==> src/rtl/mem_access_if.sv <==
// Load/store request, response and block-RAM port bundle for mem_access_unit.
// The slave side is the unit; the master side is the CPU datapath plus the RAM.
interface mem_access_if;
    logic        req_valid;
    logic        req_ready;
    logic        req_we;
    logic [1:0]  req_size;
    logic        req_signed;
    logic [31:0] req_addr;
    logic [31:0] req_wdata;
    logic        resp_valid;
    logic        resp_err;
    logic [31:0] resp_rdata;
    logic        mem_en;
    logic [3:0]  mem_we;
    logic [31:0] mem_addr;
    logic [31:0] mem_din;
    logic [31:0] mem_dout;

    modport master (
        output req_valid, req_we, req_size, req_signed, req_addr, req_wdata, mem_dout,
        input  req_ready, resp_valid, resp_err, resp_rdata, mem_en, mem_we, mem_addr, mem_din
    );

    modport slave (
        input  req_valid, req_we, req_size, req_signed, req_addr, req_wdata, mem_dout,
        output req_ready, resp_valid, resp_err, resp_rdata, mem_en, mem_we, mem_addr, mem_din
    );
endinterface

==> src/rtl/mem_access_unit.sv <==
// Single-outstanding load/store initiator for a word-addressed block RAM with
// byte-lane write enables and RD_LATENCY-cycle read data.
module mem_access_unit #(
    parameter int RD_LATENCY = 1
) (
    input  logic         clk,
    input  logic         rst,
    mem_access_if.slave  bus
);
    typedef enum logic [1:0] {IDLE, ACCESS, WAIT, RESP} state_t;

    state_t      r_state;
    logic        r_we;
    logic        r_signed;
    logic [1:0]  r_size;
    logic [1:0]  r_lane;
    logic [1:0]  r_cnt;

    logic        w_accept;
    logic        w_err;
    logic [3:0]  w_we;
    logic [31:0] w_din;
    logic [7:0]  w_byte;
    logic [15:0] w_half;
    logic [31:0] w_ext;

    assign w_accept = bus.req_valid & bus.req_ready;

    always_comb begin
        w_err = 1'b0;
        w_we  = 4'b1111;
        w_din = bus.req_wdata;
        case (bus.req_size)
            2'b00: begin
                w_we  = 4'b0001 << bus.req_addr[1:0];
                w_din = {4{bus.req_wdata[7:0]}};
            end
            2'b01: begin
                w_err = bus.req_addr[0];
                w_we  = bus.req_addr[1] ? 4'b1100 : 4'b0011;
                w_din = {2{bus.req_wdata[15:0]}};
            end
            2'b10:   w_err = (bus.req_addr[1:0] != 2'b00);
            default: w_err = 1'b1;
        endcase
    end

    // Lane extraction uses the address bits latched at accept, not the live inputs.
    always_comb begin
        w_byte = bus.mem_dout[{r_lane, 3'b000} +: 8];
        w_half = r_lane[1] ? bus.mem_dout[31:16] : bus.mem_dout[15:0];
        case (r_size)
            2'b00:   w_ext = {{24{r_signed & w_byte[7]}}, w_byte};
            2'b01:   w_ext = {{16{r_signed & w_half[15]}}, w_half};
            default: w_ext = bus.mem_dout;
        endcase
    end

    always_ff @(posedge clk or posedge rst) begin
        if (rst) begin
            r_state        <= IDLE;
            r_we           <= 1'b0;
            r_signed       <= 1'b0;
            r_size         <= 2'b00;
            r_lane         <= 2'b00;
            r_cnt          <= 2'b00;
            bus.req_ready  <= 1'b1;
            bus.resp_valid <= 1'b0;
            bus.resp_err   <= 1'b0;
            bus.resp_rdata <= 32'h0;
            bus.mem_en     <= 1'b0;
            bus.mem_we     <= 4'b0000;
            bus.mem_addr   <= 32'h0;
            bus.mem_din    <= 32'h0;
        end else begin
            case (r_state)
                IDLE: begin
                    if (w_accept) begin
                        r_we          <= bus.req_we;
                        r_signed      <= bus.req_signed;
                        r_size        <= bus.req_size;
                        r_lane        <= bus.req_addr[1:0];
                        bus.req_ready <= 1'b0;
                        if (w_err) begin
                            r_state        <= RESP;
                            bus.resp_valid <= 1'b1;
                            bus.resp_err   <= 1'b1;
                            bus.resp_rdata <= 32'h0;
                        end else begin
                            r_state      <= ACCESS;
                            bus.mem_en   <= 1'b1;
                            bus.mem_addr <= {2'b00, bus.req_addr[31:2]};
                            bus.mem_we   <= bus.req_we ? w_we : 4'b0000;
                            if (bus.req_we)
                                bus.mem_din <= w_din;
                        end
                    end
                end
                ACCESS: begin
                    bus.mem_en <= 1'b0;
                    bus.mem_we <= 4'b0000;
                    r_cnt      <= 2'b00;
                    if (r_we) begin
                        r_state        <= RESP;
                        bus.resp_valid <= 1'b1;
                        bus.resp_err   <= 1'b0;
                        bus.resp_rdata <= 32'h0;
                    end else begin
                        r_state <= WAIT;
                    end
                end
                WAIT: begin
                    if (r_cnt == 2'(RD_LATENCY - 1)) begin
                        r_state        <= RESP;
                        bus.resp_valid <= 1'b1;
                        bus.resp_err   <= 1'b0;
                        bus.resp_rdata <= w_ext;
                    end else begin
                        r_cnt <= r_cnt + 2'd1;
                    end
                end
                default: begin
                    r_state        <= IDLE;
                    bus.resp_valid <= 1'b0;
                    bus.resp_err   <= 1'b0;
                    bus.resp_rdata <= 32'h0;
                    bus.req_ready  <= 1'b1;
                end
            endcase
        end
    end
endmodule

==> src/flat_wrapper.sv <==
// flat-port wrapper written by rule: the top's interface ports become plain ports
module mem_access_unit_flat 
#(
    parameter int RD_LATENCY = 1
)
  (clk, rst, bus_req_valid, bus_req_we, bus_req_size, bus_req_signed, bus_req_addr, bus_req_wdata, bus_mem_dout, bus_req_ready, bus_resp_valid, bus_resp_err, bus_resp_rdata, bus_mem_en, bus_mem_we, bus_mem_addr, bus_mem_din);
  mem_access_if bus_i ();
  input  logic clk;
  input  logic rst;
  input wire logic [$bits(bus_i.req_valid)-1:0] bus_req_valid;
  input wire logic [$bits(bus_i.req_we)-1:0] bus_req_we;
  input wire logic [$bits(bus_i.req_size)-1:0] bus_req_size;
  input wire logic [$bits(bus_i.req_signed)-1:0] bus_req_signed;
  input wire logic [$bits(bus_i.req_addr)-1:0] bus_req_addr;
  input wire logic [$bits(bus_i.req_wdata)-1:0] bus_req_wdata;
  input wire logic [$bits(bus_i.mem_dout)-1:0] bus_mem_dout;
  output wire logic [$bits(bus_i.req_ready)-1:0] bus_req_ready;
  output wire logic [$bits(bus_i.resp_valid)-1:0] bus_resp_valid;
  output wire logic [$bits(bus_i.resp_err)-1:0] bus_resp_err;
  output wire logic [$bits(bus_i.resp_rdata)-1:0] bus_resp_rdata;
  output wire logic [$bits(bus_i.mem_en)-1:0] bus_mem_en;
  output wire logic [$bits(bus_i.mem_we)-1:0] bus_mem_we;
  output wire logic [$bits(bus_i.mem_addr)-1:0] bus_mem_addr;
  output wire logic [$bits(bus_i.mem_din)-1:0] bus_mem_din;
  assign bus_i.req_valid = bus_req_valid;
  assign bus_i.req_we = bus_req_we;
  assign bus_i.req_size = bus_req_size;
  assign bus_i.req_signed = bus_req_signed;
  assign bus_i.req_addr = bus_req_addr;
  assign bus_i.req_wdata = bus_req_wdata;
  assign bus_i.mem_dout = bus_mem_dout;
  assign bus_req_ready = bus_i.req_ready;
  assign bus_resp_valid = bus_i.resp_valid;
  assign bus_resp_err = bus_i.resp_err;
  assign bus_resp_rdata = bus_i.resp_rdata;
  assign bus_mem_en = bus_i.mem_en;
  assign bus_mem_we = bus_i.mem_we;
  assign bus_mem_addr = bus_i.mem_addr;
  assign bus_mem_din = bus_i.mem_din;
  mem_access_unit #(.RD_LATENCY(RD_LATENCY)) u_core (.clk(clk), .rst(rst), .bus(bus_i));
endmodule
==> config.mk <==
export PLATFORM = sky130hd
export DESIGN_NAME = mem_access_unit_flat
export DESIGN_NICKNAME = d
export VERILOG_FILES = /design/src/rtl/mem_access_if.sv /design/src/rtl/mem_access_unit.sv /design/src/flat_wrapper.sv
export SDC_FILE = /design/constraint.sdc
export NUM_CORES = 1
export LEC_CHECK = 0
export CAP_MARGIN = 20
export CORE_MARGIN = 5
export CORE_UTILIZATION = 45
export CTS_CLUSTER_SIZE = 10
export DETAILED_ROUTE_END_ITERATION = 10
export PLACE_DENSITY = 0.94
export SLEW_MARGIN = 40
export SYNTH_ARGS = -nofsm -noshare
export SYNTH_HDL_FRONTEND = slang
export SYNTH_SLANG_ARGS = --single-unit
==> constraint.sdc <==
create_clock -name clk -period 4.25 [get_ports clk]
set_input_delay 0.425 -clock clk [delete_from_list [all_inputs] [get_ports clk]]
set_output_delay 0.425 -clock clk [all_outputs]
set_load 0.01 [all_outputs]
==> results of run 1 <==
-- power groups by stage --
stage / clock network, mW / logic, mW / registers [mW]
floorplan: 0 / 1.17 / 1.88
global placement: 0 / 2.35 / 1.79
detailed placement: 0 / 2.44 / 1.82
CTS: 0.846 / 2.46 / 1.81
global route: 0.898 / 2.65 / 1.87
finish: 0.831 / 2.47 / 1.82
-- cell usage in the layout (no fill, tap or decap), drive strengths merged, types with 3 or more instances in the layout --
| cell | count |
|---|---|
| clkdlybuf4s50 | 204 |
| dfrtp | 111 |
| nand2 | 74 |
| o21ai | 46 |
| mux2 | 45 |
| mux2i | 33 |
| nand4 | 16 |
| o221ai | 16 |
| inv | 15 |
| nor2 | 13 |
| a21oi | 12 |
| nor3 | 10 |
| o2bb2ai | 9 |
| clkbuf | 9 |
| a221o | 8 |
| o21a | 8 |
| a221oi | 8 |
| buf | 8 |
| nand2b | 5 |
| ha | 5 |
| nor2b | 4 |
| o31ai | 4 |
| a22o | 3 |
-- cell type report --
type / instances / area [um2]
sequential: 112 / 2810
clock buffer: 9 / 225
tap: 147 / 184
timing repair buffer: 212 / 2110
inverter: 11 / 46.3
fill: 858 / 4090
clock inverter: 7 / 61.3
multi-input combinational: 340 / 2440
-- worst max path at each step --
stage / start / endpoint / slack (ns) / cells past startpoint
2_1_floorplan: rst / u_core.bus.mem_addr[0]$_DFFE_PP0P_ / 0.87 / 1
3_3_place_gp: bus_req_size[0] / u_core.bus.resp_rdata[8]$_DFFE_PP0P_ / 1.43 / 6
3_5_place_dp: bus_req_valid / u_core.bus.resp_rdata[29]$_DFFE_PP0P_ / 1.31 / 5
4_1_cts: u_core.r_state[0]$_DFFE_PP0P_ / u_core.bus.resp_rdata[27]$_DFFE_PP0P_ / 1.36 / 6
5_1_grt: u_core.r_state[0]$_DFFE_PP0P_ / u_core.bus.resp_rdata[27]$_DFFE_PP0P_ / 1.11 / 6
6_report: u_core.r_state[0]$_DFFE_PP0P_ / u_core.bus.resp_rdata[27]$_DFFE_PP0P_ / 1.23 / 6
-- per-stage QoR --
step | utilization [%] | setup slack [ns]
CTS | 65.8 | 1.36
finish | 65.8 | 1.23
global route | 65.8 | 1.11
global placement | 63.1 | 1.43
detailed placement | 63.4 | 1.31
floorplan | - | 0.868
-- flip-flops by register name (all words and copies together) (netlist names), 2 cells and up --
signal and count:
u_core.bus.mem_addr 30, u_core.bus.mem_din 32, u_core.bus.mem_we 4, u_core.bus.resp_rdata 32, u_core.r_cnt 2, u_core.r_lane 2
u_core.r_size 2, u_core.r_state 2
-- cells by family (layout without fill, tap and decap cells) --
logic type               after synthesis  count (layout)  share of synthesized area (%)
AO/OA/AOI/OAI                        123             123                           16.0
adder cells (fa/ha/maj)                5               5                           1.15
buffers and inverters                 51             239                           4.15
flip-flops                           112             112                           51.4
multiplexers                          78              78                           15.4
other                                  1               2                         0.0688
AND/OR/NAND/NOR                      132             132                           11.7
-- layer usage --
metal | part of all wire, % | GRT usage, % | vias to the layer above
met5 | 0 | 0 | -
met4 | 2.7 | 8.59 | 0
met3 | 12 | 8.44 | 50
met2 | 49 | 42.0 | 333
met1 | 36 | 29.5 | 2419
li1 | - | - | 2191
-- critical path: stages, from the launching register on --
cell and delay, ns:
dfrtp_1 0.41, inv_1 0.09, ha_1 0.31, a21bo_2 0.27, and3b_1 0.67, nand2_1 0.71, o221ai_1 0.45
==> out/results.ini, run 1 <==
[status]
status=finished, final reports clean

[finish]
final_cell_area_mm2=0.00787
layout-drive-gt1-share_pct=11.6
fin_nets=794
area_growth_syn_to_layout_pct=44.4
final_cells=838
diodes=0

[clocking]
cts_tree=done
ctsHtreeMaxLevel=3
cts_sinks=112
cts_made_buffers=9
clockBufferDepth=2
postCtsSetupRepairBufs=0
holdBufCountCts=0
worstSkewPairLatency_ns=0.35
cts-root-buf=clkbuf_16
cts_resized=0
cts.clk_slew.worst_paths_ns=0.08

[routing]
vias_per_cell=5.96
dr.pass1.iters=6
drc=0
drt_iter0_markers=664
totalWireLength_um=17800
ant_nets=0
wl_per_cell_um=21.2
vias=4993

[timing]
final.period_utilization_pct=71.0
slew_headroom_pct=44.7
hold-worst-slack_ns=0.488
rsz0062_at_grt=false
setup_tns_ns=0
worst_pin_slew_ns=0.827
drv_slew=0
period_minus_slack_ns=3.02
finalSetupViolCount=0
fmax_mhz=331
hold_viol=0
skew_ns=0.00899

[die]
num_rows=40
die_h_um=120
core_area_mm2=0.0120
ios=207
die_w_um=120
initial_utilization_pct=45.6
dieArea_mm2=0.0144

[yosys]
yosysMostFrequentCell=dfrtp_1
avgSynthCellArea_um2=10.9
syn_area_mm2=0.00545
async_reset_ff_share_pct=100
ys_warn_count=0
ys_types=50
synth_top_cell_area_share_pct=51.0
synthTopCellsByArea=dfrtp_1 51%, mux2_2 8.7%, mux2i_1 6.1%
synth_flop_cell=dfrtp_1
synth_common_cells=111 x dfrtp_1, 74 x nand2_1, 45 x o21ai_0
netlist_instances=502
ys_ff_latch=112
synth_edf_count=0
yosys.area.top_type=dfrtp_1
ys_seq_area_share_pct=51.4

[pwr]
p_int_mw=3.15
vdd_ir_drop_max_v=0.000434
seqPwrFrac_pct=35.5
clkPwrFrac_pct=16.2
p_comb_share_pct=48.3
power.switching_mw=1.98
leakage_nw=3.38
switching_share_pct=38.6
cellPowerDensity_mw_per_mm2=651
power_mw=5.12

[placement]
post_dp_cell_area_mm2=0.00758
routabilityCongestion=0.857
dp_cells=821
place.port_buffers=204
hpwl_um=13100

[setup_path]
worst-setup-path-type=reg -> reg
critPathMaxFanout=24
ff2ff_path_depth=6
critical_path_required_ns=4.50
r2r_slack_ns=1.23
startpoint_type=flop
r2r-start=u_core.r_state[0]$_DFFE_PP0P_
endpoint_kind=flop
cp.arrival_ns=3.27
r2r-end=u_core.bus.resp_rdata[27]$_DFFE_PP0P_

[global_route]
grt_first_pass_wirelength_um=28400
overflow=0
grt_max_degree=79
track_usage_pct=24.8
antenna_found_initial=0
grt_pass1_vias=5304

[min_path]
hp-class=reg -> reg
min_path_cells=2
holdCritStartpoint=u_core.r_cnt[1]$_DFFE_PP0P_
whs_endpoint=u_core.r_cnt[1]$_DFFE_PP0P_

[flow_run]
cap_violations=0

No activity file was read; power rests on OpenSTA's default activity.
==> run 2: changes to the inputs <==
==> constraint.sdc (replaced) <==
create_clock -name clk -period 2.9 [get_ports clk]
set_input_delay 0.29 -clock clk [delete_from_list [all_inputs] [get_ports clk]]
set_output_delay 0.29 -clock clk [all_outputs]
set_load 0.01 [all_outputs]
==> out/results.ini, run 2 (synthesis results as in run 1) <==
[status]
status=finished, final reports clean

[die]
initial_utilization_pct=45.6  ; unchanged
dieArea_mm2=0.0144  ; unchanged
num_rows=40  ; unchanged
core_area_mm2=0.0120  ; unchanged
die_w_um=120  ; unchanged
ios=207  ; unchanged
die_h_um=120  ; unchanged

[timing]
worst_pin_slew_ns=0.771  ; -0.0564 ns
rsz0062_at_grt=false
slew_headroom_pct=48.6  ; +3.9 points
final.period_utilization_pct=88.3  ; +17 points
drv_slew=0  ; unchanged
fmax_mhz=390  ; +18%
period_minus_slack_ns=2.56  ; -0.458 ns
finalSetupViolCount=0  ; unchanged
skew_ns=0.00978  ; +0.000795 ns
hold-worst-slack_ns=0.257  ; -0.231 ns
hold_viol=0  ; unchanged
setup_tns_ns=0  ; unchanged

[global_route]
grt_pass1_vias=5353  ; +0.92%
track_usage_pct=24.4  ; -0.40 points
grt_max_degree=101  ; +28%
grt_first_pass_wirelength_um=28000  ; -1.5%
overflow=0  ; unchanged
antenna_found_initial=0  ; unchanged

[placement]
post_dp_cell_area_mm2=0.00763  ; +0.71%
hpwl_um=13100  ; -0.32%
place.port_buffers=204  ; unchanged
routabilityCongestion=0.903  ; +5.4%

[clocking]
worstSkewPairLatency_ns=0.35  ; about the same
cts.clk_slew.worst_paths_ns=0.08  ; about the same
cts_tree=done
cts_sinks=112  ; unchanged
clockBufferDepth=2  ; unchanged
postCtsSetupRepairBufs=0  ; unchanged
ctsHtreeMaxLevel=3  ; unchanged
cts_made_buffers=9  ; unchanged
holdBufCountCts=0  ; unchanged
cts_resized=0  ; unchanged
cts-root-buf=clkbuf_16

[routing]
dr.pass1.iters=5  ; -1
ant_nets=0  ; unchanged
wl_per_cell_um=21.0  ; -1.2%
totalWireLength_um=17700  ; -0.70%
drt_iter0_markers=628  ; -5.4%
vias_per_cell=5.90  ; -0.93%
drc=0  ; unchanged
vias=4970  ; -0.46%

[setup_path]
critical_path_required_ns=3.18  ; -1.32 ns
worst-setup-path-type=reg -> reg
cp.arrival_ns=2.84  ; -0.43 ns
startpoint_type=flop
critPathMaxFanout=20  ; -17%
endpoint_kind=flop

[finish]
layout_commonest_cell=clkdlybuf4s50_1
fin_nets=799  ; +0.63%
layout-drive-gt1-share_pct=11.7  ; +0.077 points
final_cell_area_mm2=0.00795  ; +0.99%
reg_top3=u_core.bus.mem_din: 32 flops, u_core.bus.resp_rdata: 32 flops, u_core.bus.mem_addr: 30 flops
diodes=0  ; unchanged
area_growth_syn_to_layout_pct=45.9
final_cell_mix=204 x clkdlybuf4s50_1, 111 x dfrtp_1, 74 x nand2_1, 45 x o21ai_0, 42 x mux2_2

[pwr]
cellPowerDensity_mw_per_mm2=963  ; +48%
leakage_nw=3.41  ; +1.0%
vdd_ir_drop_max_v=0.000498  ; +15%
power_mw=7.66  ; +49%

[flow_run]
cap_violations=0  ; unchanged

[min_path]
hp-class=in -> async

-- run 2: cell types whose count changed in the layout (fill, tap and decap cells not counted), sizes merged --
cell and delta:
clkinvlp +1, buf +5, bufinv +2, clkinv -1
inv -3
-- run 2: area by class of cell --
class	instances	area (um2)
well taps	147	184
clock buffers	9	225
multi-input cells	340	2430
repair buffers	217	2160
flip-flops and latches	112	2800
fillers	870	4010
clock inverters	6	92.6
inverters	11	45.0
-- run 2: worst max-delay path, cell delays in order (launching register included) --
cell and delay (ns):
dfrtp_1 0.42, inv_1 0.08, ha_1 0.31, a21bo_2 0.27, and3b_1 0.67, nor4b_4 0.52, a221o_1 0.23
-- run 2: final timing paths --
kind,startpoint,endpoint,slack [ns],depth (start not counted)
max in group asynchronous,rst,u_core.bus.mem_din[8]$_DFFE_PP0P_,1.81,3
min in group clk,u_core.bus.mem_din[15]$_DFFE_PP0P_,u_core.bus.mem_din[15]$_DFFE_PP0P_,0.49,2
min reg2reg,u_core.bus.mem_din[15]$_DFFE_PP0P_,u_core.bus.mem_din[15]$_DFFE_PP0P_,0.49,2
min,rst,u_core.bus.mem_addr[6]$_DFFE_PP0P_,0.26,2
max reg2reg,u_core.r_state[0]$_DFFE_PP0P_,u_core.bus.resp_rdata[13]$_DFFE_PP0P_,0.34,6
max,u_core.r_state[0]$_DFFE_PP0P_,u_core.bus.resp_rdata[13]$_DFFE_PP0P_,0.34,6
-- run 2: per-stage QoR --
stage          util (%)  setup slack, ns  instances
2_1_floorplan         -            0.967        503
3_3_place_gp       63.8            0.375        827
3_5_place_dp       63.8            0.226        827
4_1_cts            66.5            0.381        842
5_1_grt            66.5            0.175        842
6_report           66.5            0.339        842
-- run 2: power breakdown --
group	total [mW]	internal, mW	switching, mW
logic	3.69	1.89	1.81
clock network	1.33	0.759	0.572
registers	2.63	2.17	0.463
total	7.66	4.81	2.84
-- run 2: metal layers --
layer | vias to the layer above | track usage [%] | routed length (um)
met4 | 0 | 11.7 | 655
met3 | 61 | 7.59 | 1960
met2 | 325 | 41.4 | 8730
met1 | 2383 | 28.0 | 6330
li1 | 2201 | - | -
met5 | - | 0 | 0
